**src/rtl/fifo_sync_ctrl.sv**
```systemverilog
// Single-clock FIFO controller wrapped around a simple dual-port RAM with a
// registered read port. Pointers, occupancy, status flags and error pulses live here.

module dpram_rw #(
   parameter int DATA_WIDTH = 8,
   parameter int DATA_DEPTH = 256,
   localparam int AW = $clog2(DATA_DEPTH)
) (
   input  logic                  clk,
   input  logic                  rst,
   input  logic                  wr_en,
   input  logic [AW-1:0]         wr_addr,
   input  logic [DATA_WIDTH-1:0] wr_data,
   input  logic                  rd_en,
   input  logic [AW-1:0]         rd_addr,
   output logic [DATA_WIDTH-1:0] rd_data
);

   logic [DATA_WIDTH-1:0] mem [DATA_DEPTH];
   logic [DATA_WIDTH-1:0] rd_data_q;

   always_ff @(posedge clk) begin
      if (wr_en) begin
         mem[wr_addr] <= wr_data;
      end
   end

   // Output register keeps the last word while rd_en is low; only the register is reset.
   always_ff @(posedge clk) begin
      if (rst) begin
         rd_data_q <= '0;
      end else if (rd_en) begin
         rd_data_q <= mem[rd_addr];
      end
   end

   assign rd_data = rd_data_q;

endmodule

module fifo_sync_ctrl #(
   parameter int DATA_WIDTH  = 8,
   parameter int DATA_DEPTH  = 256,
   parameter int AFULL_LEVEL = DATA_DEPTH - 4,
   localparam int AW = $clog2(DATA_DEPTH),
   localparam int CW = AW + 1
) (
   input  logic                  clk,
   input  logic                  rst,
   input  logic                  push,
   input  logic [DATA_WIDTH-1:0] push_data,
   input  logic                  pop,
   output logic [DATA_WIDTH-1:0] pop_data,
   output logic                  pop_valid,
   output logic                  full,
   output logic                  empty,
   output logic                  almost_full,
   output logic [CW-1:0]         count,
   output logic                  overflow,
   output logic                  underflow
);

   logic [AW-1:0] wr_ptr_q, wr_ptr_d;
   logic [AW-1:0] rd_ptr_q, rd_ptr_d;
   logic [CW-1:0] count_q, count_d;
   logic          pop_valid_q, pop_valid_d;
   logic          overflow_q, overflow_d;
   logic          underflow_q, underflow_d;
   logic          push_acc, pop_acc;

   assign full        = (count_q == CW'(DATA_DEPTH));
   assign empty       = (count_q == '0);
   assign almost_full = (count_q >= CW'(AFULL_LEVEL));

   // Acceptance is gated by the registered flags, so a same-address
   // read/write (only possible when empty or full) never reaches the RAM.
   always_comb begin
      push_acc    = push & ~full;
      pop_acc     = pop & ~empty;
      wr_ptr_d    = wr_ptr_q;
      rd_ptr_d    = rd_ptr_q;
      count_d     = count_q;
      if (push_acc) begin
         wr_ptr_d = wr_ptr_q + AW'(1);
      end
      if (pop_acc) begin
         rd_ptr_d = rd_ptr_q + AW'(1);
      end
      case ({push_acc, pop_acc})
         2'b10:   count_d = count_q + CW'(1);
         2'b01:   count_d = count_q - CW'(1);
         default: count_d = count_q;
      endcase
      pop_valid_d = pop_acc;
      overflow_d  = push & full;
      underflow_d = pop & empty;
   end

   always_ff @(posedge clk) begin
      if (rst) begin
         wr_ptr_q    <= '0;
         rd_ptr_q    <= '0;
         count_q     <= '0;
         pop_valid_q <= 1'b0;
         overflow_q  <= 1'b0;
         underflow_q <= 1'b0;
      end else begin
         wr_ptr_q    <= wr_ptr_d;
         rd_ptr_q    <= rd_ptr_d;
         count_q     <= count_d;
         pop_valid_q <= pop_valid_d;
         overflow_q  <= overflow_d;
         underflow_q <= underflow_d;
      end
   end

   dpram_rw #(
      .DATA_WIDTH(DATA_WIDTH),
      .DATA_DEPTH(DATA_DEPTH)
   ) u_ram (
      .clk    (clk),
      .rst    (rst),
      .wr_en  (push_acc),
      .wr_addr(wr_ptr_q),
      .wr_data(push_data),
      .rd_en  (pop_acc),
      .rd_addr(rd_ptr_q),
      .rd_data(pop_data)
   );

   assign count     = count_q;
   assign pop_valid = pop_valid_q;
   assign overflow  = overflow_q;
   assign underflow = underflow_q;

endmodule

```
**config.mk**
```make
export PLATFORM = sky130hd
export DESIGN_NAME = fifo_sync_ctrl
export DESIGN_NICKNAME = d
export VERILOG_FILES = /design/src/rtl/fifo_sync_ctrl.sv
export SDC_FILE = /design/constraint.sdc
export NUM_CORES = 2
export LEC_CHECK = 0
export ABC_AREA = 0
export CORE_AREA = 2 2 403 405
export CTS_BUF_LIST = sky130_fd_sc_hd__clkbuf_16
export DETAILED_ROUTE_END_ITERATION = 12
export DIE_AREA = 0 0 405 407
export PLACE_DENSITY = 0.66
export REMOVE_ABC_BUFFERS = 1
export SETUP_SLACK_MARGIN = 0.1
export SYNTH_ARGS = -nofsm -noshare
export SYNTH_HDL_FRONTEND = slang
export SYNTH_SLANG_ARGS = --single-unit
```
**constraint.sdc**
```tcl
create_clock -name clk -period 4.9 [get_ports clk]
set_clock_uncertainty 0.15 [all_clocks]
set_input_delay 0.98 -clock clk [delete_from_list [all_inputs] [get_ports clk]]
set_output_delay 0.98 -clock clk [all_outputs]
set_load 0.01 [all_outputs]
```
# Word-level counts from Yosys, hierarchy flattened

Memories as Yosys holds them, arrays and structs flattened. A register that Yosys moved wholly into a read port is not among the register bits.
Index checks and enable logic that the tools add are counted.

Register bits after elaboration: 28
Bits in latches: 0
Memory bits (writable): 2048
Bits in read-only memories: 0
Bits of input ports: 12
Output and inout port bits: 23
Logic and storage cells: 26
Memories: 1

Memory list:

| name      | words | bits a word | rd ports | clocked after memory_dff | wr ports | line | RTL |
|---|---|---|---|---|---|---|---|
| u_ram.mem | 256   | 8           | 1        | 1                        | 1        | 19   | `logic [DATA_WIDTH-1:0] mem [DATA_DEPTH];` |

Add/sub/neg operators: 4
Multipliers: 0
Div/mod/pow operators: 0
Magnitude comparators: 1
Equality and inequality tests: 3
Shift operators: 0
Mux-type cells: 3
Bitwise gates (word level): 6
Reductions and logical operators: 2

Operators with widths:

| kind                | number |
|---|---|
| $pmux 9 s2          | 1 |
| $add 8x1->8 const B | 2 |
| $add 9x1->9 const B | 1 |
| $eq 9x9->1 const B  | 1 |
| $ge 9x8->1 const B  | 1 |
| $logic_not 9->1     | 1 |
| $sub 9x1->9 const B | 1 |
| $and 1x1->1         | 4 |
| $eq 2x1->1 const B  | 1 |
| $eq 2x2->1 const B  | 1 |
| $mux 1              | 2 |
| $not 1->1           | 2 |
| $reduce_bool 2->1   | 1 |

# Longest topological paths before layout

Depth in word-level cells: 5
Depth in mapped cells: 14
Mapped depth without buffers: 13

# Cells and area by module

A second synthesis with hierarchy kept.

Cell total of the unflattened synthesis: 4111
Area, all modules: 82011.2 um^2

Modules (own cells, without submodules):

| module         | instances | cells an instance | area an instance (um^2) | seq. area each (um^2) |
|---|---|---|---|---|
| dpram_rw       | 1         | 3938              | 80524.7                 | 61659.1 |
| fifo_sync_ctrl | 1         | 173               | 1486.4                  | 560.5 |

# Worst setup path after synthesis

No wires, ideal clock.

Kind: input port to flip-flop
Start point: in push
End point: reg count_q[8], in the netlist count[8]
Library setup time: 0.070 ns
Data arrival time: 3.963 ns
Data required time: 4.680 ns
Slack: 0.717 ns
Cell stages on the path: 12
Path buffers: 0
Cells stage by stage: inv_1 -> a31oi_1 -> inv_1 -> ha_1 -> fa_1 -> a21o_1 -> a21oi_1 -> o21bai_1 -> a2111oi_0 -> nor4_1 -> or4_1 -> a21oi_1

Word-level cells in the longest chain between the ends: 3
Elaborated cells between the ends (all ways): 5
Those cells by class: eq/ne: 2; mux: 1; bitwise: 1; reduce/logical: 1

RTL lines:

| item                                                   | line | RTL |
|---|---|---|
| from (decl)                                            | 50   | `input logic push,` |
| $and 1x1->1 (*)                                        | 78   | `push_acc = push & ~full;` |
| $eq 2x1->1 / $eq 2x2->1 (equally long branches)        | 89   | `case ({push_acc, pop_acc})` |
| $pmux 9 s2 / $reduce_bool 2->1 (equally long branches) | n/a  |  |
| to (signal assigned)                                   | 110  | `count_q <= count_d;` |
| to (decl)                                              | 65   | `logic [CW-1:0] count_q, count_d;` |

Mark *: on every way between the ends. The rest lies on a longest branch, timed or not.
A chain may end at the register's enable or synchronous reset.

# Final worst setup path

Start point: reg count_q[4], in the netlist count[4]
End point: reg count_q[8], in the netlist count[8]

Word-level cells in the longest chain between the ends: 5
Elaborated cells between the ends (all ways): 12
Those cells by class: add/sub: 2; eq/ne: 3; mux: 1; bitwise: 4; reduce/logical: 2

RTL lines:

| item |
|---|
| parallel branches: the longest is 5 deep, another holds $sub 9x1->9 |

Parallel ways; which one is timed is not known.

==> results_dict.tcl <==
set metrics [dict create \
    drt_iter0_drc 5323 \
    core_area_mm2 0.160 \
    synth_area_leaders "edfxtp_1 76%, mux4_2 13%, mux2i_1 1.9%" \
    ctsRootBufferMaster "clkbuf_16" \
    nFillCells 11600 \
    synth_area_mm2 0.0814 \
    powerDensity_mw_per_mm2 457 \
    crit_path_start_kind "flip-flop" \
    grt_max_degree 135 \
    die-area_mm2 0.165 \
    worst_pin_slew_ns 1.24 \
    vias 41200 \
    drv_cap 0 \
    ant_nets 0 \
    cts_resized 0 \
    rows 147 \
    cts_hold_buf 0 \
    ys_types 75 \
    slew_viol_final 0 \
    port_buffers 34 \
    fin_crit_sh 0.846 \
    place_inst 6103 \
    die_w_um 405 \
    arrival_ns 4.79 \
    synth-seq-cells 2084 \
    grt_pass1_vias 40500 \
    finalHoldViolCount 0 \
    drive_above_1_share 0.240 \
    critical_path_required_ns 5.54 \
    syn_area_per_cell_um2 20.8 \
    final_nets 4176 \
    crit_path_max_fanout 9 \
    globalRouteOverflowTotal 0 \
    holdWs_ns 0.400 \
    routed_wl_mm 212 \
    final_util 0.573 \
    grt_util_all_layers 0.258 \
    via_per_inst 6.35 \
    grt_pass1_wl_mm 299 \
    worst_slew_margin_rel 0.171 \
    area_growth_pct 12.8 \
    final_cell_mix "2048 x edfxtp_1, 476 x mux4_2, 330 x nor2_1" \
    yosysSeqAreaShare 0.765 \
    cts_tree "yes" \
    power_mw 41.9 \
    layout_commonest_cell "edfxtp_1" \
    drc 0 \
    clk_latency_ns 0.87 \
    wl_per_cell_um 32.7 \
    io-pin-count 35 \
    pre_cts_slack_ns 0.188 \
    regArea_mm2 0.0622 \
    cts_made_buffers 205 \
    multiInputGateArea_mm2 0.0177 \
    antenna_found_initial 9 \
    yosys.area.top_type "edfxtp_1" \
    post_cts_buffers 0 \
    gp_congestion 0.888 \
    fmax_mhz 241 \
    ys.warnings.count 0 \
    critPathKind "flip-flop to flip-flop" \
    finalCriticalPeriod_ns 4.15 \
    cts_sinks 2084 \
    hpwl_mm 132 \
    synth_edf_count 2048 \
    async_flop_share 0 \
    setup_ws_ns 0.752 \
    cts.path.max_buffers 3 \
    irDropWorstVdd_mv 0.357 \
    rsz0062_at_grt "no" \
    end_kind "flip-flop" \
    final_cells 6486 \
    start_util 0.508 \
    leakagePower_nw 28.4 \
    synth_cells 3914 \
    setup_violations 0 \
    status "completed" \
    yosysTopAreaCellShare 0.756 \
    clk_pin_slew_ns 0.06 \
    die_h_um 407 \
    htree_num_levels 4 \
    synth_flop_cell "edfxtp_1" \
    hp-class "flip-flop to flip-flop" \
    drt_pass1_iterations 6 \
]
-- where the power goes --
group          internal (mW)  total, mW  switching (mW)  leakage [nW]
Combinational           3.20       6.77            3.57          6.28
Sequential              19.7       19.9           0.259          18.7
Clock                   8.40       15.2            6.84          3.39
-- critical path: stages, from the launching register on --
cell       delay [ns]
dfxtp_1          0.35
nor4_1           0.49
nand3b_1         0.18
nand2_1          0.13
inv_1            0.06
ha_1             0.32
fa_1             0.45
a21o_1           0.20
a21oi_1          0.22
o21bai_1         0.11
a2111oi_0        0.61
nor4_1           0.15
or4_1            0.50
a21oi_1          0.15
-- cell type report --
cell class | instances | area share
sequential | 2084 | 0.678
timing repair buffer | 260 | 0.0270
inverter | 17 | 0.000750
clock buffer | 205 | 0.0559
multi-input combinational | 1582 | 0.193
clock inverter | 176 | 0.0156
antenna | 2 | 0.0000545
tap | 2160 | 0.0295
-- metal layers --
layer / up-vias / track usage / share of wire
met3: 405 / 0.0582 / 0.10
met5: - / 0 / 0.00026
met1: 21700 / 0.367 / 0.39
li1: 16700 / - / -
met4: 8 / 0.0965 / 0.039
met2: 2350 / 0.395 / 0.47
-- kinds of logic (layout without fill, tap and decap cells) --
logic type,count (synthesis),after routing,share of synthesized area
xor gates and xnor gates,18,18,0.00194
muxes,645,645,0.154
adders and majority gates,14,14,0.00225
and+or+nand+nor,552,552,0.0287
DFF,2084,2084,0.765
buffers and inverters,248,658,0.0182
AOI/OAI and AO/OA,353,353,0.0304
other,0,2,0
-- flip-flops by register name (all words and copies together) (netlist names) --
signal         flops
u_ram.mem       2048
count              9
rd_ptr_q           8
u_ram.rd_data      8
wr_ptr_q           8
overflow           1
pop_valid          1
underflow          1
-- synthesized netlist by cell type (22+ instances only) --
library cell and number:
clkbuf_1 97, a22oi_1 50, buf_6 36, nor2_1 331, a221oi_1 30, mux2i_1 151
a211oi_1 22, nand3_1 31, o22ai_1 23, a21oi_1 73, buf_2 53, o21ai_0 42
edfxtp_1 2048, mux4_2 476, dfxtp_1 36, buf_4 23, nand2_1 99
-- worst paths after layout --
| kind | start | end | slack, ns | cells past startpoint |
|---|---|---|---|---|
| worst max-delay path | count[4]$_SDFFE_PP0P_ | count[8]$_SDFFE_PP0P_ | 0.75 | 13 |
| worst min-delay path | count[7]$_SDFFE_PP0P_ | count[7]$_SDFFE_PP0P_ | 0.40 | 2 |
| worst max register to register | count[4]$_SDFFE_PP0P_ | count[8]$_SDFFE_PP0P_ | 0.75 | 13 |
| worst min register to register | count[7]$_SDFFE_PP0P_ | count[7]$_SDFFE_PP0P_ | 0.40 | 2 |
-- through the flow --
step | TNS [ns] | area, um^2
2_1_floorplan | -292.25 | 79900
3_3_place_gp | 0 | 85200
3_5_place_dp | 0 | 85200
4_1_cts | 0 | 91700
5_1_grt | 0 | 91700
6_report | 0 | 91800
Power figures use the tool's default switching activity.
